==> src/rtl/fir_stage_sequencer.sv <==
// fir_stage_sequencer: block-level ap_ctrl_hs sequencer for the FIR core.
// Runs the shift loop, then the MAC loop, latches latencies, guards stalls.
module fir_stage_sequencer #(
   parameter int CNT_W   = 16,
   parameter int TIMEOUT = 1024
) (
   input  logic             ap_clk,
   input  logic             ap_rst,
   input  logic             ap_start,
   output logic             ap_done,
   output logic             ap_idle,
   output logic             ap_ready,
   output logic             shift_start,
   input  logic             shift_ready,
   input  logic             shift_done,
   output logic             mac_start,
   input  logic             mac_ready,
   input  logic             mac_done,
   input  logic             err_clear,
   output logic             err_timeout,
   output logic [CNT_W-1:0] shift_cycles,
   output logic [CNT_W-1:0] mac_cycles,
   output logic [CNT_W-1:0] total_cycles
);

   typedef enum logic [2:0] {
      S_IDLE,
      S_SHIFT,
      S_MAC,
      S_DONE,
      S_ERR
   } state_t;

   localparam logic [CNT_W-1:0] CNT_MAX = '1;
   localparam bit               WD_EN   = (TIMEOUT > 0);
   localparam logic [63:0]      TO_VAL  = 64'(TIMEOUT);

   state_t           state_q, state_d;
   logic             ack_q, ack_d;
   logic [CNT_W-1:0] cnt_q, cnt_d;
   logic [CNT_W-1:0] shift_lat_q, shift_lat_d;
   logic [CNT_W-1:0] shift_cyc_q, shift_cyc_d;
   logic [CNT_W-1:0] mac_cyc_q, mac_cyc_d;
   logic [CNT_W-1:0] total_cyc_q, total_cyc_d;

   logic             stage_done;
   logic             stage_ready;
   logic [CNT_W-1:0] cnt_inc;
   logic             wd_hit;

   function automatic logic [CNT_W-1:0] sat_add(
      input logic [CNT_W-1:0] a,
      input logic [CNT_W-1:0] b
   );
      logic [CNT_W:0] s;
      s = {1'b0, a} + {1'b0, b};
      return s[CNT_W] ? CNT_MAX : s[CNT_W-1:0];
   endfunction

   // route the live sub-block handshake for the current stage
   always_comb begin
      stage_done  = 1'b0;
      stage_ready = 1'b0;
      unique case (1'b1)
         (state_q == S_SHIFT): begin
            stage_done  = shift_done;
            stage_ready = shift_ready;
         end
         (state_q == S_MAC): begin
            stage_done  = mac_done;
            stage_ready = mac_ready;
         end
         default: ;
      endcase
   end

   // stage count including this cycle, and the watchdog trip on it
   always_comb begin
      cnt_inc = (cnt_q == CNT_MAX) ? cnt_q : cnt_q + CNT_W'(1);
      wd_hit  = WD_EN && (64'(cnt_inc) >= TO_VAL);
   end

   // next-state, handshake and latency latching
   always_comb begin
      state_d     = state_q;
      ack_d       = ack_q;
      cnt_d       = cnt_q;
      shift_lat_d = shift_lat_q;
      shift_cyc_d = shift_cyc_q;
      mac_cyc_d   = mac_cyc_q;
      total_cyc_d = total_cyc_q;
      unique case (state_q)
         S_IDLE: begin
            cnt_d = '0;
            ack_d = 1'b0;
            if (ap_start) state_d = S_SHIFT;
         end
         S_SHIFT, S_MAC: begin
            cnt_d = cnt_inc;
            if (stage_ready) ack_d = 1'b1;
            if (stage_done) begin
               cnt_d = '0;
               ack_d = 1'b0;
               if (state_q == S_SHIFT) begin
                  shift_lat_d = cnt_inc;
                  state_d     = S_MAC;
               end else begin
                  shift_cyc_d = shift_lat_q;
                  mac_cyc_d   = cnt_inc;
                  total_cyc_d = sat_add(shift_lat_q, cnt_inc);
                  state_d     = S_DONE;
               end
            end else if (wd_hit) begin
               state_d = S_ERR;
            end
         end
         S_DONE: state_d = S_IDLE;
         S_ERR: begin
            if (err_clear) state_d = S_IDLE;
         end
         default: state_d = S_IDLE;
      endcase
   end

   // state and counter registers, synchronous reset
   always_ff @(posedge ap_clk) begin
      if (ap_rst) begin
         state_q     <= S_IDLE;
         ack_q       <= 1'b0;
         cnt_q       <= '0;
         shift_lat_q <= '0;
         shift_cyc_q <= '0;
         mac_cyc_q   <= '0;
         total_cyc_q <= '0;
      end else begin
         state_q     <= state_d;
         ack_q       <= ack_d;
         cnt_q       <= cnt_d;
         shift_lat_q <= shift_lat_d;
         shift_cyc_q <= shift_cyc_d;
         mac_cyc_q   <= mac_cyc_d;
         total_cyc_q <= total_cyc_d;
      end
   end

   assign ap_idle      = (state_q == S_IDLE);
   assign ap_done      = (state_q == S_DONE);
   assign ap_ready     = (state_q == S_DONE);
   assign err_timeout  = (state_q == S_ERR);
   assign shift_start  = (state_q == S_SHIFT) && !ack_q;
   assign mac_start    = (state_q == S_MAC) && !ack_q;
   assign shift_cycles = shift_cyc_q;
   assign mac_cycles   = mac_cyc_q;
   assign total_cycles = total_cyc_q;

endmodule

==> config.mk <==
export PLATFORM = sky130hd
export DESIGN_NAME = fir_stage_sequencer
export DESIGN_NICKNAME = d
export VERILOG_FILES = /design/src/rtl/fir_stage_sequencer.sv
export SDC_FILE = /design/constraint.sdc
export NUM_CORES = 1
export LEC_CHECK = 0
export ABC_CLOCK_PERIOD_IN_PS = 5500
export BUFFER_PORTS_ARGS = -buffer_cell sky130_fd_sc_hd__clkbuf_2
export CORE_MARGIN = 1
export CORE_UTILIZATION = 35
export CTS_CLUSTER_DIAMETER = 200
export DETAILED_ROUTE_END_ITERATION = 7
export HOLD_SLACK_MARGIN = 0.08
export PLACE_DENSITY = 0.65
export SYNTH_ARGS = -nofsm -noshare
export SYNTH_HDL_FRONTEND = slang
export SYNTH_SLANG_ARGS = --single-unit
==> constraint.sdc <==
create_clock -name ap_clk -period 5.5 [get_ports ap_clk]
set_clock_uncertainty 0.15 [all_clocks]
set_input_delay 0.55 -clock ap_clk [delete_from_list [all_inputs] [get_ports ap_clk]]
set_output_delay 0.55 -clock ap_clk [all_outputs]
set_load 0.01 [all_outputs]
== Word-level counts from Yosys, hierarchy flattened ==
Index checks and enable logic that the tools add are counted.
Word-level totals
  output and inout bits: 54
  word-level logic and storage cells: 45
  bits in registers: 84
  input bits: 8
Cells by class
  $lt $le $gt $ge: 1
  reductions and logical operators: 10
  equal/unequal tests: 9
  bitwise gates (word level): 1
  muxes and demuxes: 15
  add/sub/neg operators: 2
Operators with widths (count)
  $mux W16: 3
  $pmux W16 S2: 1
  $add A16 B16 Y17: 1
  $add A16 B1 Y16 const B: 1
  $eq A16 B16 Y1 const B: 1
  $ge A16 B11 Y1 const B: 1
  $mux W3: 4
  $pmux W3 S3: 1
  $reduce_and A3 Y1: 3
  $eq A3 B2 Y1 const B: 2
  $ne A3 B3 Y1 const B: 2
  $pmux W1 S2: 3
  $ne A2 B2 Y1 const B: 2
  $eq A3 B1 Y1 const B: 1
  $eq A3 B3 Y1 const B: 1
  $logic_not A3 Y1: 1
  $mux W1: 3
  $logic_and A1 B1 Y1: 2
  $reduce_and A2 Y1: 1
  $reduce_bool A2 Y1: 1
  $reduce_or A2 Y1: 1
  $logic_not A1 Y1: 1
  $not A1 Y1: 1

== Longest topological paths before layout ==
Gate-level depths: netlist of the first run.
  depth after elaboration: 6
  gate-level depth with buffers: 17
  gate-level depth less buffers: 16

== Least setup slack after synthesis of the first run ==
Ideal clock, no wire load.
  kind: reg2reg
  start point: register cnt_q[1]
  end point: register total_cyc_q[10], in the netlist total_cycles[10]
  path buffers: 2
  required time: 5215 ps
  cell stages (with the launch flop): 17
  setup time: 135 ps
  arrival time: 3628 ps
  clock period less this slack: 3913 ps
  slack: 1587 ps
  cells stage by stage: dfxtp_1 > ha_1 > nand4_4 > nor4_4 > buf_2 > mux2i_1 > xnor2_1 > ha_1 > a21o_2 > a21oi_1 > a21o_1 > o21ai_2 > a41o_1 > a211o_1 > a31oi_4 > buf_6 > a41oi_2
Between the ends
  cells in the longest elaborated chain, start to end: 4
  elaborated cells between the ends (all ways): 5
  classes of those cells: add/sub: 2; eq/ne: 1; mux: 2
RTL lines
  start: declaration: line 40  | logic [CNT_W-1:0] cnt_q, cnt_d;
  start signal: assignment: line 138  | cnt_q <= cnt_d;
  $add A16 B1 Y16 / $eq A16 B16 Y1 (equally long branches): line 79  | cnt_inc = (cnt_q == CNT_MAX) ? cnt_q : cnt_q + CNT_W'(1);
  $mux W16 *: line 79
  $add A16 B16 Y17 *: line 56  | s = {1'b0, a} + {1'b0, b};
  $mux W16 *: line 57  | return s[CNT_W] ? CNT_MAX : s[CNT_W-1:0];
  end signal: assignment: line 142  | total_cyc_q <= total_cyc_d;
  end: declaration: line 44  | logic [CNT_W-1:0] total_cyc_q, total_cyc_d;
Every way passes the cells marked *; elsewhere a longest branch is shown, timed or not.
A chain may end at the register's enable or synchronous reset.

== Worst setup path after layout of the first run ==
  start point: register cnt_q[1]
  end point: register total_cyc_q[15], in the netlist total_cycles[15]
The elaborated chain is that of the path after synthesis.

==> results by group, run 1 <==
Synthesis
  • Flops & latches, synth: 84
  • Synth area leader: dfxtp_1
  • Syn Inst Count: between 500 and 600
  • Syn_area_per_cell: 8.38 um2
  • Most used DFF post-synth: dfxtp_1
  • Mapped Nets: between 500 and 600
  • Sequential element share of the synthesized area: ~37%
  • Warnings, synthesis: 0
  • Area contributors post-synth: dfxtp_1, nor2_1, a211oi_1
  • Asr flop ratio synth: 0%
  • Synthesized cell area: 4510 um2
  • Synth top area share: 37.3%
  • EDFF count, synth: 0
  • Synth unique cells: 69

Layout
  • Layout fillers: 1249
  • Antenna cells: 0
  • Layout cells sized above 1: a little under a fifth
  • Synthesis-to-finish area growth: 15.1%
  • Util after Layout: ~41%
  • Final Cell Area: 5190 um2
  • Area of the multi-input gates: around 2600 um2
  • Storage cell area: 1680 um2
  • Layout Nets: 600

CTS
  • Post_cts resized: 0
  • Hold buffer count at cts: 0
  • CTS buffer count: 9
  • Longest Clk Path Bufs: 2
  • CTS tree: yes
  • Root Driver: clkbuf_16
  • Post-CTS Setup Bufs: 0
  • Clock Sinks: 84
  • Reg clk slew, reported paths: around 0.06 ns
  • H-tree levels: 3
  • Insertion delay to the later sink of the worst-skew pair: around 0.34 ns

Power and ir drop
  • Power Internal: 0.00122 W
  • Peak VDD IR: around 230 uV
  • Net Sw Frac: between 30% and 40%
  • Clock network fraction of design power: between 30% and 40%
  • Comb power frac: about a quarter
  • PnR Total Power: about 0.0018 W
  • P_leak: 2.12 nW
  • Switching pwr: 0.000585 W
  • Register share of total power: a little over two fifths
  • Power per cell area: 347 nW/um2

STA
  • Final setup fails: 0
  • RSZ-0062 raised after global routing: no
  • Least-Margin Pin Slew: 0.929 ns
  • Final hold violations: 0
  • Max Slew Vio Count: 0
  • Relative slew slack: between 30% and 40%
  • Sum Neg Setup Slack: 0 ns
  • Fmax: ~210 MHz
  • Tmin final: roughly 4.7 ns
  • Fin crit share: a little under nine tenths

Min path
  • Hold Crit Start: mac_cycles[13]$_SDFFE_PP0P_
  • Hold path cells: 2
  • HP Class: reg2reg
  • WHS Endpoint: mac_cycles[13]$_SDFFE_PP0P_

Detailed routing
  • Per-cell routed wire length: ~15 um
  • Antenna Violating Nets Remaining: 0
  • Residual DRC count: 0
  • First drt pass iteration count: 7
  • Via-to-Cell Ratio: roughly 5.4
  • WL final: 11400 um
  • Detailed Route Iter0 Violations: roughly 240
  • Total number of vias: 4100

Worst setup path
  • Origin of the critical flop-to-flop path: cnt_q[1]$_SDFFE_PP0P_
  • CP arrival: roughly 4.8 ns
  • Reg2reg end: total_cycles[15]$_SDFFE_PP0P_
  • FF-to-FF path depth: 14
  • Critical Path Sink Type: flip-flop
  • CP Max Fanout: 16
  • CP Launch Type: flip-flop
  • R2R Setup Slk: between 0.7 and 0.8 ns
  • Crit Path Class: reg2reg
  • WP data required: about 5.5 ns

Floorplanning
  • Die boundary width: approximately 120 um
  • Die Ht: roughly 120 um
  • Total die area: 13300 um2
  • Core ar.: ~13000 um2
  • I/O pin count: between 60 and 70
  • Initial Util: a little over a third
  • Row cnt: 41

Flow run
  • Number of max-cap violations: 0

GRT
  • Vias in the first global route: approximately 3600
  • GRT overflow: 0
  • First-pass GRT wire length: roughly 19000 um
  • GRT Util Overall: 18.0%
  • Largest net degree at the start of global routing: 89
  • Initial antenna violation count: 0

Placement
  • Placed inst area: just under 5000 um2
  • HPWL after detailed placement: roughly 8200 um
  • Gpl congestion: ~0.9
  • IO buf count: 61

Status
  • Status: finished clean
-- worst max-delay path by stage --
stage,startpoint,endpoint,slack (ns)
final,cnt_q[1]$_SDFFE_PP0P_,total_cycles[15]$_SDFFE_PP0P_,0.76
after global routing,cnt_q[1]$_SDFFE_PP0P_,total_cycles[15]$_SDFFE_PP0P_,0.44
after CTS,cnt_q[1]$_SDFFE_PP0P_,total_cycles[15]$_SDFFE_PP0P_,0.79
after detailed placement,cnt_q[1]$_SDFFE_PP0P_,total_cycles[15]$_SDFFE_PP0P_,0.82
after global placement,cnt_q[1]$_SDFFE_PP0P_,total_cycles[15]$_SDFFE_PP0P_,0.95
after floorplan,cnt_q[1]$_SDFFE_PP0P_,total_cycles[10]$_SDFFE_PP0P_,1.59
-- Yosys cell counts, types with 4 or more instances --
master,number
a22oi_1,11
nor4_1,7
and3_1,8
o21ai_0,13
a21oi_1,34
xor2_1,7
xnor2_1,18
or3_1,11
dfxtp_1,84
nand4_1,4
inv_1,18
a21boi_0,4
a21o_1,5
nor3_1,15
nand2_1,54
ha_1,14
nand3_1,10
buf_6,4
nor2_1,76
mux2i_1,10
a211oi_1,37
clkbuf_1,23
a31oi_1,5
-- cell families (layout without fill, tap and decap cells) --
logic type	after synthesis	in the layout	share of synthesized area, %
flip-flops	84	84	37.3
XOR/XNOR	25	25	4.86
buffers and inverters	54	99	5.69
multiplexers	14	14	3.30
AND/OR/NAND/NOR	211	211	23.6
adder cells (fa/ha/maj)	14	14	3.89
AO/OA/AOI/OAI	136	136	21.4
-- cells in the final DEF, fill, tap and decap left out, types with 4 or more instances in the layout --
master | netlist | routed
a21boi_0 | 4 | 4
inv_1 | 18 | 18
nand3_1 | 10 | 10
dfxtp_1 | 84 | 84
xnor2_1 | 18 | 18
buf_4 | 3 | 4
a31oi_1 | 5 | 5
nor4_1 | 7 | 7
a21oi_1 | 34 | 34
clkbuf_16 | 0 | 9
xor2_1 | 7 | 7
nor3_1 | 15 | 15
a22oi_1 | 11 | 11
ha_1 | 14 | 14
or3_1 | 11 | 11
nand2_1 | 54 | 54
a211oi_1 | 37 | 37
mux2i_1 | 10 | 10
nor2_1 | 76 | 75
nand4_1 | 4 | 4
and3_1 | 8 | 8
o21ai_0 | 13 | 13
a21o_1 | 5 | 5
clkbuf_2 | 0 | 61
-- critical path, cell delays in order (launching register included) --
cell	delay, ns
dfxtp_1	0.48
ha_1	0.32
nand4_4	0.19
nor4_4	0.68
nor2_1	0.22
xnor2_1	0.32
inv_1	0.08
ha_1	0.33
a21o_1	0.23
nor4_1	0.28
o21ai_2	0.11
a41o_1	0.25
a211o_1	0.32
a31oi_4	0.45
o311ai_0	0.17
-- area by class of cell --
| class | count | share of cell area (%) |
|---|---|---|
| multi-input cells | 400 | 49.8 |
| flip-flops and latches | 84 | 32.4 |
| repair buffers | 65 | 6.47 |
| clock buffers | 12 | 4.95 |
| well taps | 172 | 4.15 |
| inverters | 18 | 1.30 |
| clock inverters | 4 | 0.917 |
-- power groups by stage --
stage          logic [W]  clock network [W]  registers [W]
3_3_place_gp    0.000433                  0       0.000759
3_5_place_dp    0.000436                  0       0.000761
5_1_grt         0.000487           0.000660       0.000757
2_1_floorplan   0.000335                  0       0.000731
4_1_cts         0.000440           0.000634       0.000748
6_report        0.000436           0.000615       0.000749
-- layer usage --
layer | up-vias | track usage [%] | wire [um]
met5 | - | 0 | 0
met4 | 0 | 6.15 | 167
met3 | 12 | 4.34 | 499
met2 | 110 | 28.1 | 5320
met1 | 1958 | 24.2 | 5440
li1 | 2020 | - | -
-- through the flow --
step / worst slack, ns / hold slack, ns / instances
floorplan: 1.59 / 0.298 / 538
global placement: 0.947 / 0.296 / 739
detailed placement: 0.816 / 0.299 / 739
CTS: 0.794 / 0.307 / 755
global route: 0.436 / 0.327 / 755
finish: 0.756 / 0.302 / 755
-- flip-flops by register name, summed over array words and instances (netlist names) --
register      cells
ack_q             1
cnt_q            16
mac_cycles       16
shift_cycles     16
shift_lat_q      16
state_q           3
total_cycles     16
(Power assumes the default switching activity.)
==> run 2: changes to the inputs <==
- ABC_AREA: not set -> 1
==> results by group, run 2 <==
Synthesis
  • Most common cell in the netlist: nand2_1 (was dfxtp_1)
  • Synth unique cells: 35 (was 69)
  • Synthesized cell area: 4730 um2 (was 4510 um2)
  • Syn_area_per_cell: 6.71 um2 (was 8.38 um2)
  • Syn Inst Count: 705 (was 538)
  • Synth area leader: dfxtp_1 (unchanged)
  • Sequential element share of the synthesized area: 35.5% (was 37.3%)
  • Warnings, synthesis: 0 (unchanged)
  • Mapped Nets: 727 (was 560)
  • Area contributors post-synth: dfxtp_1, nand2_1, inv_1 (was dfxtp_1, nor2_1, a211oi_1)
  • Asr flop ratio synth: 0% (unchanged)
  • Most used DFF post-synth: dfxtp_1 (unchanged)
  • EDFF count, synth: 0 (unchanged)
  • Flops & latches, synth: 84 (unchanged)
  • Post-synth top cells: nand2_1, inv_1, nor2_1, dfxtp_1, o21ai_0 (was dfxtp_1, nor2_1, nand2_1, a211oi_1, a21oi_1)
  • Synth top area share: 35.5% (was 37.3%)

Worst setup path
  • Critical Path Source: cnt_q[0]$_SDFFE_PP0P_ (was cnt_q[1]$_SDFFE_PP0P_)
  • CP Launch Type: flip-flop (unchanged)
  • CP endpoint: total_cycles[9]$_SDFFE_PP0P_ (was total_cycles[15]$_SDFFE_PP0P_)
  • CP arrival: 3.60 ns (was 4.77 ns)
  • Family with the most delay on the worst path: simple AND/OR/NAND/NOR gates (was compound AO/OA/AOI/OAI gates)
  • FF-to-FF path depth: 15 (was 14)
  • Critical Path Sink Type: flip-flop (unchanged)
  • Largest stage delay on the critical path: 0.40 ns (was 0.68 ns)
  • Crit-path slowest cell: dfxtp_1 (was nor4_4)
  • Origin of the critical flop-to-flop path: cnt_q[0]$_SDFFE_PP0P_ (was cnt_q[1]$_SDFFE_PP0P_)
  • Crit Path Class: reg2reg (unchanged)
  • R2R Setup Slk: 2.00 ns (was 0.76 ns)
  • WP data required: 5.59 ns (was 5.53 ns)
  • WP buf/inv: 1 (unchanged)
  • Reg2reg end: total_cycles[9]$_SDFFE_PP0P_ (was total_cycles[15]$_SDFFE_PP0P_)
  • CP dominant cell by count: nand3_1 (was ha_1)
  • Critical path, cell by cell: ha_1 -> nand3_1 -> nor2_4 -> nand3_1 -> nand3_1 -> xnor2_1 -> ha_1 -> a21oi_1 -> inv_1 -> a21oi_1 -> nand3b_2 -> nand3_2 -> nor2_4 -> nand3_1 -> and2_1 (was ha_1 -> nand4_4 -> nor4_4 -> nor2_1 -> xnor2_1 -> inv_1 -> ha_1 -> a21o_1 -> nor4_1 -> o21ai_2 -> a41o_1 -> a211o_1 -> a31oi_4 -> o311ai_0)
  • CP Max Fanout: 14 (was 16)
  • Critical Path Stages: 15 (was 14)

GRT
  • GRT overflow: 0 (unchanged)
  • GRT Util Overall: 19.4% (was 18.0%)
  • Initial antenna violation count: 0 (unchanged)
  • Vias in the first global route: 4165 (was 3626)
  • First-pass GRT wire length: 21300 um (was 18600 um)
  • Largest net degree at the start of global routing: 42 (was 89)

Power and ir drop
  • Peak VDD IR: 169 uV (was 229 uV)
  • P_leak: 2.73 nW (was 2.12 nW)
  • Power per cell area: 362 nW/um2 (was 347 nW/um2)

Layout
  • Layout fillers: 1409 (was 1249)
  • Leading cell types in the layout, fill and taps excluded: nand2_1, inv_1, nor2_1 (was dfxtp_1, nor2_1, clkbuf_2)
  • Layout Nets: 778 (was 600)
  • Antenna cells: 0 (unchanged)
  • Final Cell Area: 5510 um2 (was 5190 um2)
  • Synthesis-to-finish area growth: 16.5% (was 15.1%)
  • Util after Layout: 41.8% (was 41.3%)
  • Storage cell area: 1680 um2 (unchanged)
  • Layout cells sized above 1: 15.9% (was 18.0%)
  • Commonest non-fill, non-tap cell in the layout: nand2_1 (was dfxtp_1)
  • Area of the multi-input gates: 2550 um2 (was 2580 um2)

STA
  • Final hold violations: 0 (unchanged)
  • RSZ-0062 raised after global routing: no (unchanged)
  • Max Slew Vio Count: 0 (unchanged)
  • Fin crit share: 63.7% (was 86.3%)
  • Relative slew slack: 17.0% (was 38.1%)
  • Fmax: 285 MHz (was 211 MHz)
  • Least-Margin Pin Slew: 1.24 ns (was 0.929 ns)
  • Tmin final: 3.50 ns (was 4.74 ns)
  • Final WS setup: 2.00 ns (was 0.756 ns)
  • Final setup fails: 0 (unchanged)
  • Sum Neg Setup Slack: 0 ns (unchanged)

CTS
  • Clock Sinks: 84 (unchanged)
  • Insertion delay to the later sink of the worst-skew pair: 0.35 ns (was 0.34 ns)
  • Longest Clk Path Bufs: 2 (unchanged)
  • CTS tree: yes (unchanged)
  • CTS buffer count: 9 (unchanged)
  • Root Driver: clkbuf_16 (unchanged)
  • H-tree levels: 3 (unchanged)
  • Reg clk slew, reported paths: 0.06 ns (about the same)
  • Hold buffer count at cts: 0 (unchanged)
  • Post-CTS Setup Bufs: 0 (unchanged)
  • Post_cts resized: 0 (unchanged)

Placement
  • IO buf count: 61 (unchanged)
  • Placed inst area: 5180 um2 (was 4880 um2)
  • HPWL after detailed placement: 9360 um (was 8220 um)
  • Dpl ws: 2.08 ns (was 0.816 ns)
  • Gpl congestion: 0.907 (was 0.918)

Flow run
  • Number of max-cap violations: 0 (unchanged)

Floorplanning
  • Total die area: 14000 um2 (was 13300 um2)
  • Initial Util: 35.9% (about the same)
  • Core ar.: 13200 um2 (was 12600 um2)
  • Die Ht: 118 um (was 115 um)
  • Die boundary width: 118 um (was 115 um)
  • I/O pin count: 62 (unchanged)
  • Row cnt: 42 (was 41)

Detailed routing
  • Detailed Route Iter0 Violations: 333 (was 236)
  • Residual DRC count: 0 (unchanged)
  • Per-cell routed wire length: 13.6 um (was 15.1 um)
  • Total number of vias: 4496 (was 4100)
  • First drt pass iteration count: 5 (was 7)
  • Via-to-Cell Ratio: 4.80 (was 5.43)
  • WL final: 12700 um (was 11400 um)
  • Antenna Violating Nets Remaining: 0 (unchanged)

Min path
  • HP Class: reg2reg (unchanged)

Status
  • Status: finished clean (unchanged)
[run 2: cell count changes after synthesis, moves of 10 or more]
cell,before,now
a21oi_1,34,55
a22oi_1,11,0
or3_1,11,0
o21ai_0,13,64
mux2i_1,10,0
nand3_1,10,35
nand2_2,0,12
inv_1,18,99
nand2_1,54,141
xnor2_1,18,8
nor2_1,76,91
a211oi_1,37,0
[run 2: routing by layer]
layer / vias to the layer above / wire [um] / GRT usage [%]
li1: 2350 / - / -
met1: 2015 / 5940 / 24.5
met2: 114 / 5840 / 31.4
met4: 0 / 256 / 7.05
met5: - / 0 / 0
met3: 17 / 691 / 5.50
[run 2: cell type report]
type                    count  area share [%]
inverters                 104            7.08
flip-flops and latches     84            30.5
clock inverters             5            1.52
clock buffers              11            4.58
repair buffers             65            6.08
multi-input cells         492            46.2
well taps                 176            3.99
[run 2: worst register-to-register path: stages (launching register included)]
cell,delay [ns]
dfxtp_1,0.40
ha_1,0.23
nand3_1,0.14
nor2_4,0.22
nand3_1,0.23
nand3_1,0.15
xnor2_1,0.22
ha_1,0.37
a21oi_1,0.18
inv_1,0.07
a21oi_1,0.16
nand3b_2,0.16
nand3_2,0.09
nor2_4,0.32
nand3_1,0.13
and2_1,0.16
[run 2: kinds of logic (layout without fill, tap and decap cells)]
logic type | count (synthesis) | after routing | synth area share, %
xor gates and xnor gates | 15 | 15 | 2.78
and+or+nand+nor | 324 | 324 | 31.6
DFF | 84 | 84 | 35.5
AOI/OAI and AO/OA | 139 | 139 | 15.8
buffers and inverters | 129 | 185 | 10.6
adders and majority gates | 14 | 14 | 3.70
[run 2: how the worst min path moves through the flow]
| stage | startpoint | endpoint | slack [ns] | depth (start not counted) |
|---|---|---|---|---|
| final | shift_cycles[4]$_SDFFE_PP0P_ | shift_cycles[4]$_SDFFE_PP0P_ | 0.33 | 2 |
| after global routing | err_clear | state_q[2]$_SDFFE_PP0P_ | 0.35 | 4 |
| after CTS | err_clear | state_q[2]$_SDFFE_PP0P_ | 0.32 | 4 |
| after detailed placement | shift_cycles[4]$_SDFFE_PP0P_ | shift_cycles[4]$_SDFFE_PP0P_ | 0.32 | 2 |
| after global placement | shift_cycles[6]$_SDFFE_PP0P_ | shift_cycles[6]$_SDFFE_PP0P_ | 0.31 | 2 |
| after floorplan | cnt_q[14]$_SDFFE_PP0P_ | cnt_q[14]$_SDFFE_PP0P_ | 0.32 | 2 |
[run 2: through the flow]
| step | total power, W | hold WS (ns) | instances |
|---|---|---|---|
| detailed placement | 0.00133 | 0.324 | 921 |
| global placement | 0.00133 | 0.314 | 921 |
| floorplan | 0.00114 | 0.321 | 705 |
| global route | 0.00212 | 0.355 | 937 |
| CTS | 0.00201 | 0.325 | 937 |
| finish | 0.00200 | 0.330 | 937 |
[run 2: power by group]
group	switching (W)	internal (W)
registers	0.0000617	0.000690
logic	0.000388	0.000179
clock network	0.000254	0.000423
